`src/rtl/pn_pkg.sv`:
```
// pn_pkg: shared types and defaults for the PN burst sequencer.
// FSM state enum plus default LFSR width, taps and length width.
package pn_pkg;

  typedef enum logic [1:0] {
    PN_IDLE,
    PN_RUN,
    PN_DONE
  } pn_state_t;

  localparam int PN_N = 4;
  localparam logic [PN_N-1:0] PN_TAP_MASK = 4'b1100;
  localparam int PN_LEN_W = 16;

endpackage

```
`src/rtl/pn_burst_ctrl_if.sv`:
```
// pn_burst_ctrl_if: command and chip-stream handshakes of the burst sequencer.
// master = command source / chip consumer, slave = sequencer.
interface pn_burst_ctrl_if #(
  parameter int N     = 4,
  parameter int LEN_W = 16
);

  logic             cmd_valid;
  logic             cmd_ready;
  logic [N-1:0]     cmd_seed;
  logic [LEN_W-1:0] cmd_len;
  logic             abort;
  logic             chip_valid;
  logic             chip_ready;
  logic             chip_data;
  logic             chip_last;

  modport master (
    output cmd_valid, cmd_seed, cmd_len, abort, chip_ready,
    input  cmd_ready, chip_valid, chip_data, chip_last
  );

  modport slave (
    input  cmd_valid, cmd_seed, cmd_len, abort, chip_ready,
    output cmd_ready, chip_valid, chip_data, chip_last
  );

endinterface

```
`src/rtl/pn_lfsr_core.sv`:
```
// pn_lfsr_core: loadable Fibonacci LFSR, shifts left, feedback into bit 0.
// load has priority over step; resets to all ones.
module pn_lfsr_core #(
  parameter int            N        = 4,
  parameter logic [N-1:0]  TAP_MASK = 4'b1100
) (
  input  logic         clk,
  input  logic         reset,
  input  logic         load,
  input  logic [N-1:0] seed,
  input  logic         step,
  output logic [N-1:0] state
);

  logic [N-1:0] next;

  assign next = {state[N-2:0], ^(state & TAP_MASK)};

  // state register: load a seed or advance one chip
  always_ff @(posedge clk or posedge reset) begin
    if (reset) begin
      state <= '1;
    end else if (load) begin
      state <= seed;
    end else if (step) begin
      state <= next;
    end
  end

endmodule

```
`src/rtl/pn_burst_ctrl.sv`:
```
// pn_burst_ctrl: command-driven burst sequencer around pn_lfsr_core.
// Optional macro PN_BURST_WRAP_DET_EN enables the seed-return (wrap) pulse.
module pn_burst_ctrl
  import pn_pkg::*;
#(
  parameter int           N        = PN_N,
  parameter logic [N-1:0] TAP_MASK = PN_TAP_MASK,
  parameter int           LEN_W    = PN_LEN_W
) (
  input  logic             clk,
  input  logic             reset,
  pn_burst_ctrl_if.slave   bus,
  output logic             busy,
  output logic             done,
  output logic             aborted,
  output logic             seed_err,
  output logic             wrap
);

  pn_state_t        state_q;
  pn_state_t        state_d;
  logic [LEN_W-1:0] remaining_q;
  logic             aborted_q;
  logic             seed_err_q;
  logic [N-1:0]     lfsr_state;
  logic [N-1:0]     eff_seed;
  logic             seed_zero;
  logic             accept;
  logic             step;
  logic             cmd_ready;
  logic             chip_valid;
  logic             chip_last;

  assign seed_zero = (bus.cmd_seed == '0);
  assign eff_seed  = seed_zero ? '1 : bus.cmd_seed;
  assign accept    = (state_q == PN_IDLE) && bus.cmd_valid;
  assign step      = (state_q == PN_RUN) && bus.chip_ready;

  pn_lfsr_core #(
    .N        (N),
    .TAP_MASK (TAP_MASK)
  ) u_lfsr (
    .clk   (clk),
    .reset (reset),
    .load  (accept),
    .seed  (eff_seed),
    .step  (step),
    .state (lfsr_state)
  );

  // next-state and handshake outputs; abort wins over the last-chip exit
  always_comb begin
    state_d    = state_q;
    cmd_ready  = 1'b0;
    chip_valid = 1'b0;
    chip_last  = 1'b0;
    busy       = 1'b0;
    done       = 1'b0;
    unique case (state_q)
      PN_IDLE: begin
        cmd_ready = 1'b1;
        if (bus.cmd_valid) begin
          state_d = (bus.cmd_len == '0) ? PN_DONE : PN_RUN;
        end
      end
      PN_RUN: begin
        chip_valid = 1'b1;
        busy       = 1'b1;
        chip_last  = (remaining_q == LEN_W'(1));
        if (bus.abort || (bus.chip_ready && chip_last)) begin
          state_d = PN_DONE;
        end
      end
      PN_DONE: begin
        done    = 1'b1;
        state_d = PN_IDLE;
      end
      default: state_d = PN_IDLE;
    endcase
  end

  assign bus.cmd_ready  = cmd_ready;
  assign bus.chip_valid = chip_valid;
  assign bus.chip_last  = chip_last;
  assign bus.chip_data  = chip_valid & lfsr_state[N-1];
  assign aborted        = done & aborted_q;
  assign seed_err       = seed_err_q;

  // FSM, chip counter and the registered status pulses
  always_ff @(posedge clk or posedge reset) begin
    if (reset) begin
      state_q     <= PN_IDLE;
      remaining_q <= '0;
      aborted_q   <= 1'b0;
      seed_err_q  <= 1'b0;
    end else begin
      state_q    <= state_d;
      aborted_q  <= (state_q == PN_RUN) && bus.abort;
      seed_err_q <= accept && seed_zero;
      if (accept) begin
        remaining_q <= bus.cmd_len;
      end else if (step) begin
        remaining_q <= remaining_q - LEN_W'(1);
      end
    end
  end

`ifdef PN_BURST_WRAP_DET_EN
  logic [N-1:0] seed_q;
  logic [N-1:0] lfsr_next;

  assign lfsr_next = {lfsr_state[N-2:0], ^(lfsr_state & TAP_MASK)};
  assign wrap      = step && (lfsr_next == seed_q);

  // keep the effective seed so a full period can be recognised
  always_ff @(posedge clk or posedge reset) begin
    if (reset) begin
      seed_q <= '1;
    end else if (accept) begin
      seed_q <= eff_seed;
    end
  end
`else
  assign wrap = 1'b0;
`endif

endmodule

```
`src/flat_wrapper.sv`:
```
// flat-port wrapper written by rule: the top's interface ports become plain ports
module pn_burst_ctrl_flat import pn_pkg::*;
#(
  parameter int           N        = PN_N,
  parameter logic [N-1:0] TAP_MASK = PN_TAP_MASK,
  parameter int           LEN_W    = PN_LEN_W
)
  (clk, reset, busy, done, aborted, seed_err, wrap, bus_cmd_valid, bus_cmd_seed, bus_cmd_len, bus_abort, bus_chip_ready, bus_cmd_ready, bus_chip_valid, bus_chip_data, bus_chip_last);
  pn_burst_ctrl_if #(.N(N), .LEN_W(LEN_W)) bus_i ();
  input  logic clk;
  input  logic reset;
  output logic busy;
  output logic done;
  output logic aborted;
  output logic seed_err;
  output logic wrap;
  input wire logic [$bits(bus_i.cmd_valid)-1:0] bus_cmd_valid;
  input wire logic [$bits(bus_i.cmd_seed)-1:0] bus_cmd_seed;
  input wire logic [$bits(bus_i.cmd_len)-1:0] bus_cmd_len;
  input wire logic [$bits(bus_i.abort)-1:0] bus_abort;
  input wire logic [$bits(bus_i.chip_ready)-1:0] bus_chip_ready;
  output wire logic [$bits(bus_i.cmd_ready)-1:0] bus_cmd_ready;
  output wire logic [$bits(bus_i.chip_valid)-1:0] bus_chip_valid;
  output wire logic [$bits(bus_i.chip_data)-1:0] bus_chip_data;
  output wire logic [$bits(bus_i.chip_last)-1:0] bus_chip_last;
  assign bus_i.cmd_valid = bus_cmd_valid;
  assign bus_i.cmd_seed = bus_cmd_seed;
  assign bus_i.cmd_len = bus_cmd_len;
  assign bus_i.abort = bus_abort;
  assign bus_i.chip_ready = bus_chip_ready;
  assign bus_cmd_ready = bus_i.cmd_ready;
  assign bus_chip_valid = bus_i.chip_valid;
  assign bus_chip_data = bus_i.chip_data;
  assign bus_chip_last = bus_i.chip_last;
  pn_burst_ctrl #(.N(N), .TAP_MASK(TAP_MASK), .LEN_W(LEN_W)) u_core (.clk(clk), .reset(reset), .bus(bus_i), .busy(busy), .done(done), .aborted(aborted), .seed_err(seed_err), .wrap(wrap));
endmodule
```
`config.mk`:
```
export PLATFORM = sky130hd
export DESIGN_NAME = pn_burst_ctrl_flat
export DESIGN_NICKNAME = d
export VERILOG_FILES = /design/src/rtl/pn_pkg.sv /design/src/rtl/pn_burst_ctrl_if.sv /design/src/rtl/pn_lfsr_core.sv /design/src/rtl/pn_burst_ctrl.sv /design/src/flat_wrapper.sv
export SDC_FILE = /design/constraint.sdc
export NUM_CORES = 1
export LEC_CHECK = 0
export BUFFER_PORTS_ARGS = -buffer_cell sky130_fd_sc_hd__buf_4
export CAP_MARGIN = 10
export CORE_MARGIN = 5
export CORE_UTILIZATION = 24
export CTS_CLUSTER_DIAMETER = 30
export CTS_CLUSTER_SIZE = 20
export DETAILED_ROUTE_END_ITERATION = 16
export SYNTH_ARGS = -nofsm -noshare
export SYNTH_HDL_FRONTEND = slang
export SYNTH_SLANG_ARGS = --single-unit
```
`constraint.sdc`:
```
create_clock -name clk -period 2.8 [get_ports clk]
set_input_delay 0.14 -clock clk [delete_from_list [all_inputs] [get_ports clk]]
set_output_delay 0.14 -clock clk [all_outputs]
set_load 0.03 [all_outputs]
```
==> results.sh, run 1 <==
export IMPL_p_per_area_nw_per_um2=908
export IMPL_syn_avg_cell_area_um2=8.98
export IMPL_worst_pin_slew_ps=967
export IMPL_final_util_pct=32.1
export IMPL_area_delta_synth_final_pct=28.4
export IMPL_htreeDepth=1
export IMPL_synthXorXnorAreaFrac_pct=1.26
export IMPL_yosys_mux_area_fraction_pct=0
export IMPL_overflow=0
export IMPL_final_max_slew_viol_count=0
export IMPL_routed_via_density=5.09
export IMPL_die_area_um2=7430
export IMPL_end_kind="output port"
export IMPL_rsz0062_at_grt="false"
export IMPL_initial_utilization_pct=25.0
export IMPL_cts_tree="done"
export IMPL_grt_pass1_vias=1401
export IMPL_drt_iter0_markers=153
export IMPL_path_clk_slew_ps=90
export IMPL_maxCapViolCount=0
export IMPL_cts_buffers=3
export IMPL_num_antenna_cells=0
export IMPL_path_delay_family="simple AND/OR/NAND/NOR gates"
export IMPL_yosysTopAreaCell="dfrtp_1"
export IMPL_synth_top_cell_area_share_pct=35.9
export IMPL_synth_edf_count=0
export IMPL_port_buffers=32
export IMPL_postCtsSetupBuffers=0
export IMPL_hold_viol_final=0
export IMPL_synth_area_leaders="dfrtp_1 36%, dfstp_2 7.5%, nand2_1 5.7%"
export IMPL_die_y_um=86.2
export IMPL_track_usage_pct=11.2
export IMPL_crit_path_start_kind="flop"
export IMPL_cts_resized=0
export IMPL_cpMostUsedCell="nor4_1"
export IMPL_r2r_setup_slack_ps=850
export IMPL_setup_violations=0
export IMPL_synth_compound_area_share_pct=19.8
export IMPL_place_congestion=0.785
export IMPL_synth_top_family_by_area="simple AND/OR/NAND/NOR gates"
export IMPL_slew_headroom_pct=35.5
export IMPL_clk_latency_ps=270
export IMPL_core_area_um2=5570
export IMPL_grt_max_degree=25
export IMPL_cp_slowest_stage_delay_ps=490
export IMPL_nNetsFinal=215
export IMPL_cts_buffer_depth=2
export IMPL_ys_types=37
export IMPL_synthAdderAreaFrac_pct=1.80
export IMPL_netlist_area_um2=1390
export IMPL_yosysSeqAreaShare_pct=43.5
export IMPL_period_share_pct=76.4
export IMPL_slowest_stage="nor4_1"
export IMPL_holdBufCountCts=0
export IMPL_io_pins=34
export IMPL_crit_chain="nor4_1 -> nand4_1 -> nor4_1 -> buf_4"
export IMPL_cp_required_ps=2660
export IMPL_yosys_warnings=0
export IMPL_vias=1319
export IMPL_async_flop_share_pct=100
export IMPL_worstSetupPathType="reg2out"
export IMPL_peakVddDrop_uv=361
export IMPL_hpwl_mm=2.91
export IMPL_hold_class="in2async"
export IMPL_synthSimpleGateAreaFrac_pct=29.1
export IMPL_status="finished clean"
export IMPL_fin_skew_ps=3.13
export IMPL_drive_gt1_share_pct=25.1
export IMPL_wl_per_cell_um=14.9
export IMPL_remaining_drc_errors=0
export IMPL_clock_sinks=24
export IMPL_cp_max_fo=4
export IMPL_first_pass_iters=4
export IMPL_path_buf_inv=1
export IMPL_min_period_ps=2140
export IMPL_synth_fp_nets=182
export IMPL_ys_ff_latch=24
export IMPL_root_buffer="clkbuf_8"
export IMPL_fp_row_count=27
export IMPL_final_antenna_net_count=0
export IMPL_ys_flop_type="dfrtp_1"
export IMPL_setup_tns_ps=0
export IMPL_synth_cells=155
export IMPL_antenna_found_initial=0
export IMPL_drt_total_wl_mm=3.86
export IMPL_fmax_mhz=468
export IMPL_p_leak_nw=0.759
export IMPL_grt_pass1_wl_mm=6.73
export IMPL_cp_data_arrival_time_ps=2000
export IMPL_die_width_um=86.2
## cell usage after synthesis (2+ instances only)
| cell type | number |
|---|---|
| xnor2_1 | 2 |
| nor3_1 | 4 |
| a221o_1 | 6 |
| and2_1 | 3 |
| nor2_1 | 15 |
| clkbuf_1 | 5 |
| or3_1 | 2 |
| o21ai_0 | 6 |
| o211ai_1 | 3 |
| dfrtp_1 | 20 |
| a21oi_1 | 4 |
| nand3_1 | 4 |
| ha_1 | 2 |
| nor4_1 | 7 |
| inv_1 | 7 |
| buf_4 | 2 |
| dfstp_2 | 4 |
| or4_1 | 5 |
| a22oi_1 | 3 |
| o311ai_0 | 6 |
| a31oi_1 | 4 |
| nand4_1 | 2 |
| nor3b_1 | 2 |
| nand2_1 | 21 |
| nand2b_1 | 4 |
## area by class of cell
| type | count | area, um^2 |
|---|---|---|
| multi-input cells | 117 | 732 |
| clock buffers | 3 | 41.3 |
| well taps | 72 | 90.1 |
| fillers | 598 | 3790 |
| repair buffers | 35 | 263 |
| inverters | 7 | 26.3 |
| clock inverters | 1 | 30.0 |
| flip-flops and latches | 24 | 606 |
## cell families (layout without fill, tap and decap cells)
| kind of cell | count (synthesis) | after routing |
|---|---|---|
| simple gates | 75 | 75 |
| compound gates | 37 | 37 |
| flops | 24 | 24 |
| buf+inv | 14 | 46 |
| fa+ha+maj | 2 | 2 |
| xor+xnor | 2 | 2 |
| other cells | 1 | 1 |
## cell usage in the layout, fill, tap and decap left out, types with 2 or more instances in the layout
| cell | count |
|---|---|
| buf_4 | 35 |
| nand2_1 | 21 |
| dfrtp_1 | 20 |
| nor2_1 | 15 |
| inv_1 | 7 |
| nor4_1 | 7 |
| o21ai_0 | 6 |
| a221o_1 | 6 |
| o311ai_0 | 6 |
| or4_1 | 5 |
| nand3_1 | 4 |
| a21oi_1 | 4 |
| a31oi_1 | 4 |
| nand2b_1 | 4 |
| nor3_1 | 4 |
| dfstp_2 | 4 |
| o211ai_1 | 3 |
| a22oi_1 | 3 |
| and2_1 | 3 |
| clkbuf_8 | 3 |
| or3_1 | 2 |
| xnor2_1 | 2 |
| nand4_1 | 2 |
| ha_1 | 2 |
## worst paths after layout
check	start	to	depth (start not counted)
hold reg to reg	u_core.u_lfsr.state[0]	u_core.u_lfsr.state[1]	2
setup reg to reg	u_core.remaining_q[10]	u_core.state_q[0]	4
setup / recovery	u_core.remaining_q[10]	bus_chip_last	4
min in group clk	bus_cmd_len[4]	u_core.remaining_q[4]	3
hold / removal	reset	u_core.seed_err	2
max in group asynchronous	reset	u_core.remaining_q[3]	2
## state kept, by name, summed over array words and instances, names as in the netlist
signal	cells
u_core.seed_err	1
u_core.u_lfsr.state	4
u_core.state_q	2
u_core.aborted_q	1
u_core.remaining_q	16
## metal layers
metal / global-route usage, % / routed length (um) / vias to the layer above
li1: - / - / 645
met1: 15.1 / 1820 / 639
met2: 17.7 / 1830 / 31
met3: 2.95 / 157 / 4
met4: 2.83 / 45 / 0
met5: 0 / 0 / -
## power breakdown
group | internal [mW] | switching, mW | leakage, nW
registers | 0.513 | 0.167 | 0.292
logic | 0.278 | 0.356 | 0.431
clock network | 0.191 | 0.119 | 0.0357
total | 0.982 | 0.641 | 0.759
## worst reg2reg max path, delay by kind of cell, from the launching register on
kind,cells,cell delay [ps]
AO/OA/AOI/OAI,2,680
flip-flops,1,410
AND/OR/NAND/NOR,2,760
## stage by stage
step	instance area, um^2	setup WS [ps]	power [mW]	hold WS [ps]	instances
3_3_place_gp	1720	924	1.31	360	255
2_1_floorplan	1390	681	1.11	152	155
6_report	1790	662	1.62	87.6	259
5_1_grt	1790	599	1.75	97.7	259
3_5_place_dp	1720	883	1.31	368	255
4_1_cts	1790	670	1.63	85.0	259
No activity file was read; power rests on OpenSTA's default activity.
==> inputs of run 2 (changes only) <==
Clock period 2.8 ns to 1.73 ns, I/O delays scaled along.
==> run 2 against run 1 <==
The run now ends with negative setup slack left. Sequential cell count did not move. Sequential power rose by 62%. Non-clock buffer count rose by 33. Setup slack got worse by 880 ps. Combinational power rose to 2.5 times the previous value. Utilization rose by 5.7 points. Clock power rose by 15%. First-iteration DRC count fell by 15%. Worst hold slack got worse by 65 ps.
==> results.sh, run 2 (synthesis gave the netlist of run 1 again) <==
export IMPL_clock_sinks=24
export IMPL_grt_pass1_wl_mm=7.14
export IMPL_violations="negative setup slack"
export IMPL_hold_viol_final=0
export IMPL_hpwl_mm=3.24
export IMPL_grt_use_met2_pct=21.2
export IMPL_rsz0062_at_grt="true"
export IMPL_drt_total_wl_mm=4.41
export IMPL_peakVddDrop_uv=453
export IMPL_grt_max_degree=25
export IMPL_overflow=0
export IMPL_area_delta_synth_final_pct=51.1
export IMPL_place_inst=282
export IMPL_path_clk_slew_ps=100
export IMPL_clk_latency_ps=270
export IMPL_maxCapViolCount=0
export IMPL_fmax_mhz=512
export IMPL_final_cells=292
export IMPL_mostFrequentLayoutCell="buf_4"
export IMPL_p_leak_nw=0.949
export IMPL_fin_skew_ps=8.66
export IMPL_remaining_drc_errors=0
export IMPL_cts_buffers=3
export IMPL_end_kind="flop"
export IMPL_num_antenna_cells=0
export IMPL_r2r_setup_slack_ps=-220
export IMPL_final_util_pct=37.8
export IMPL_drt_iter0_markers=130
export IMPL_root_buffer="clkbuf_8"
export IMPL_min_period_ps=1950
export IMPL_reg_top3="u_core.remaining_q: 16 flops, u_core.u_lfsr.state: 4 flops, u_core.state_q: 2 flops"
export IMPL_antenna_found_initial=0
export IMPL_first_pass_iters=4
export IMPL_cp_max_fo=3
export IMPL_routed_via_density=5.05
export IMPL_crit_path_start_kind="flop"
export IMPL_vias=1474
export IMPL_port_buffers=32
export IMPL_holdWs_ps=22.2
export IMPL_core_area_um2=5570
export IMPL_period_share_pct=113
export IMPL_grt_pass1_vias=1480
export IMPL_place_congestion=0.792
export IMPL_busiest_layer="met2"
export IMPL_drive_gt1_share_pct=40.5
export IMPL_die_width_um=86.2
export IMPL_wl_per_cell_um=15.1
export IMPL_track_usage_pct=12.1
export IMPL_largest_register="u_core.remaining_q"
export IMPL_initial_utilization_pct=25.0
export IMPL_die_y_um=86.2
export IMPL_nNetsFinal=248
export IMPL_gr_usage_met1_pct=15.6
export IMPL_status="finished, violations left"
export IMPL_final_max_slew_viol_count=0
export IMPL_layout_setup_ws_ps=-222
export IMPL_grt_use_met3_pct=2.38
export IMPL_cts_buffer_depth=2
export IMPL_setup_violations=4
export IMPL_largest_reg_flops=16
export IMPL_slowest_stage="or4_4"
export IMPL_dpl_cell_area_um2=1930
export IMPL_die_area_um2=7430
export IMPL_final_cell_mix="67 x buf_4, 21 x nand2_1, 20 x dfrtp_1, 15 x nor2_1, 7 x inv_1"
export IMPL_cp_required_ps=1940
export IMPL_final_antenna_net_count=0
export IMPL_htreeDepth=1
export IMPL_final_cell_area_um2=2100
export IMPL_hold_class="in2reg"
export IMPL_worstSetupPathType="reg2reg"
export IMPL_crit_chain="or4_4 -> or3_4 -> or4_1 -> nand3_1"
export IMPL_cp_data_arrival_time_ps=2170
export IMPL_cp_slowest_stage_delay_ps=560
export IMPL_p_per_area_nw_per_um2=1450
export IMPL_cts_tree="done"
export IMPL_io_pins=34
export IMPL_fp_row_count=27
run 2: cell types whose count changed in the layout (fill, tap and decap cells not counted), sizes merged:
cell	delta
buf	+32
bufinv	-1
clkbuf	+1
dlygate4sd3	+1
run 2: power by group:
part / leakage (nW) / internal (mW) / switching, mW
clock: 0.0228 / 0.165 / 0.193
sequential: 0.292 / 0.830 / 0.271
combinational: 0.635 / 0.815 / 0.778
run 2: final cells by class:
class                      instances  area, um^2
fill                             562        3470
multi-input combinational        117         825
sequential                        24         606
timing repair buffer              68         513
tap                               72        90.1
clock buffer                       4        45.0
inverter                           7        26.3
run 2: worst max-delay path: cells and delay by family, from the launching register on:
| family | cells | cell delay [ps] |
|---|---|---|
| AND/OR/NAND/NOR | 4 | 1470 |
| flip-flops | 1 | 440 |
run 2: layer usage:
metal	share of wire, %	up-vias
met5	0	-
met4	0.57	0
met3	3.8	2
met2	50	34
met1	46	729
li1	-	709
run 2: final timing paths:
path / from / to / depth (start not counted)
max in group asynchronous: reset / u_core.u_lfsr.state[1] / 4
hold / removal: bus_cmd_len[4] / u_core.remaining_q[4] / 3
setup reg to reg: u_core.remaining_q[9] / u_core.remaining_q[14] / 4
setup / recovery: u_core.remaining_q[9] / u_core.remaining_q[14] / 4
hold reg to reg: u_core.u_lfsr.state[0] / u_core.u_lfsr.state[1] / 2
min in group asynchronous: reset / u_core.remaining_q[11] / 4
run 2: timing repair:
action,in CTS,in global routing
endpoints found under the setup margin,6,12
hold endpoints to repair,20,0
gates resized for setup,9,8
hold buffers,1,0
setup buffers,1,4
pin swaps,5,3
run 2: metrics by stage:
| step | worst slack [ps] | setup TNS [ps] | total power [mW] |
|---|---|---|---|
| 2_1_floorplan | -103 | -123 | 1.80 |
| 3_3_place_gp | -100 | -184 | 2.43 |
| 3_5_place_dp | -142 | -306 | 2.44 |
| 4_1_cts | -173 | -302 | 2.92 |
| 5_1_grt | -263 | -713 | 3.28 |
| 6_report | -222 | -375 | 3.05 |
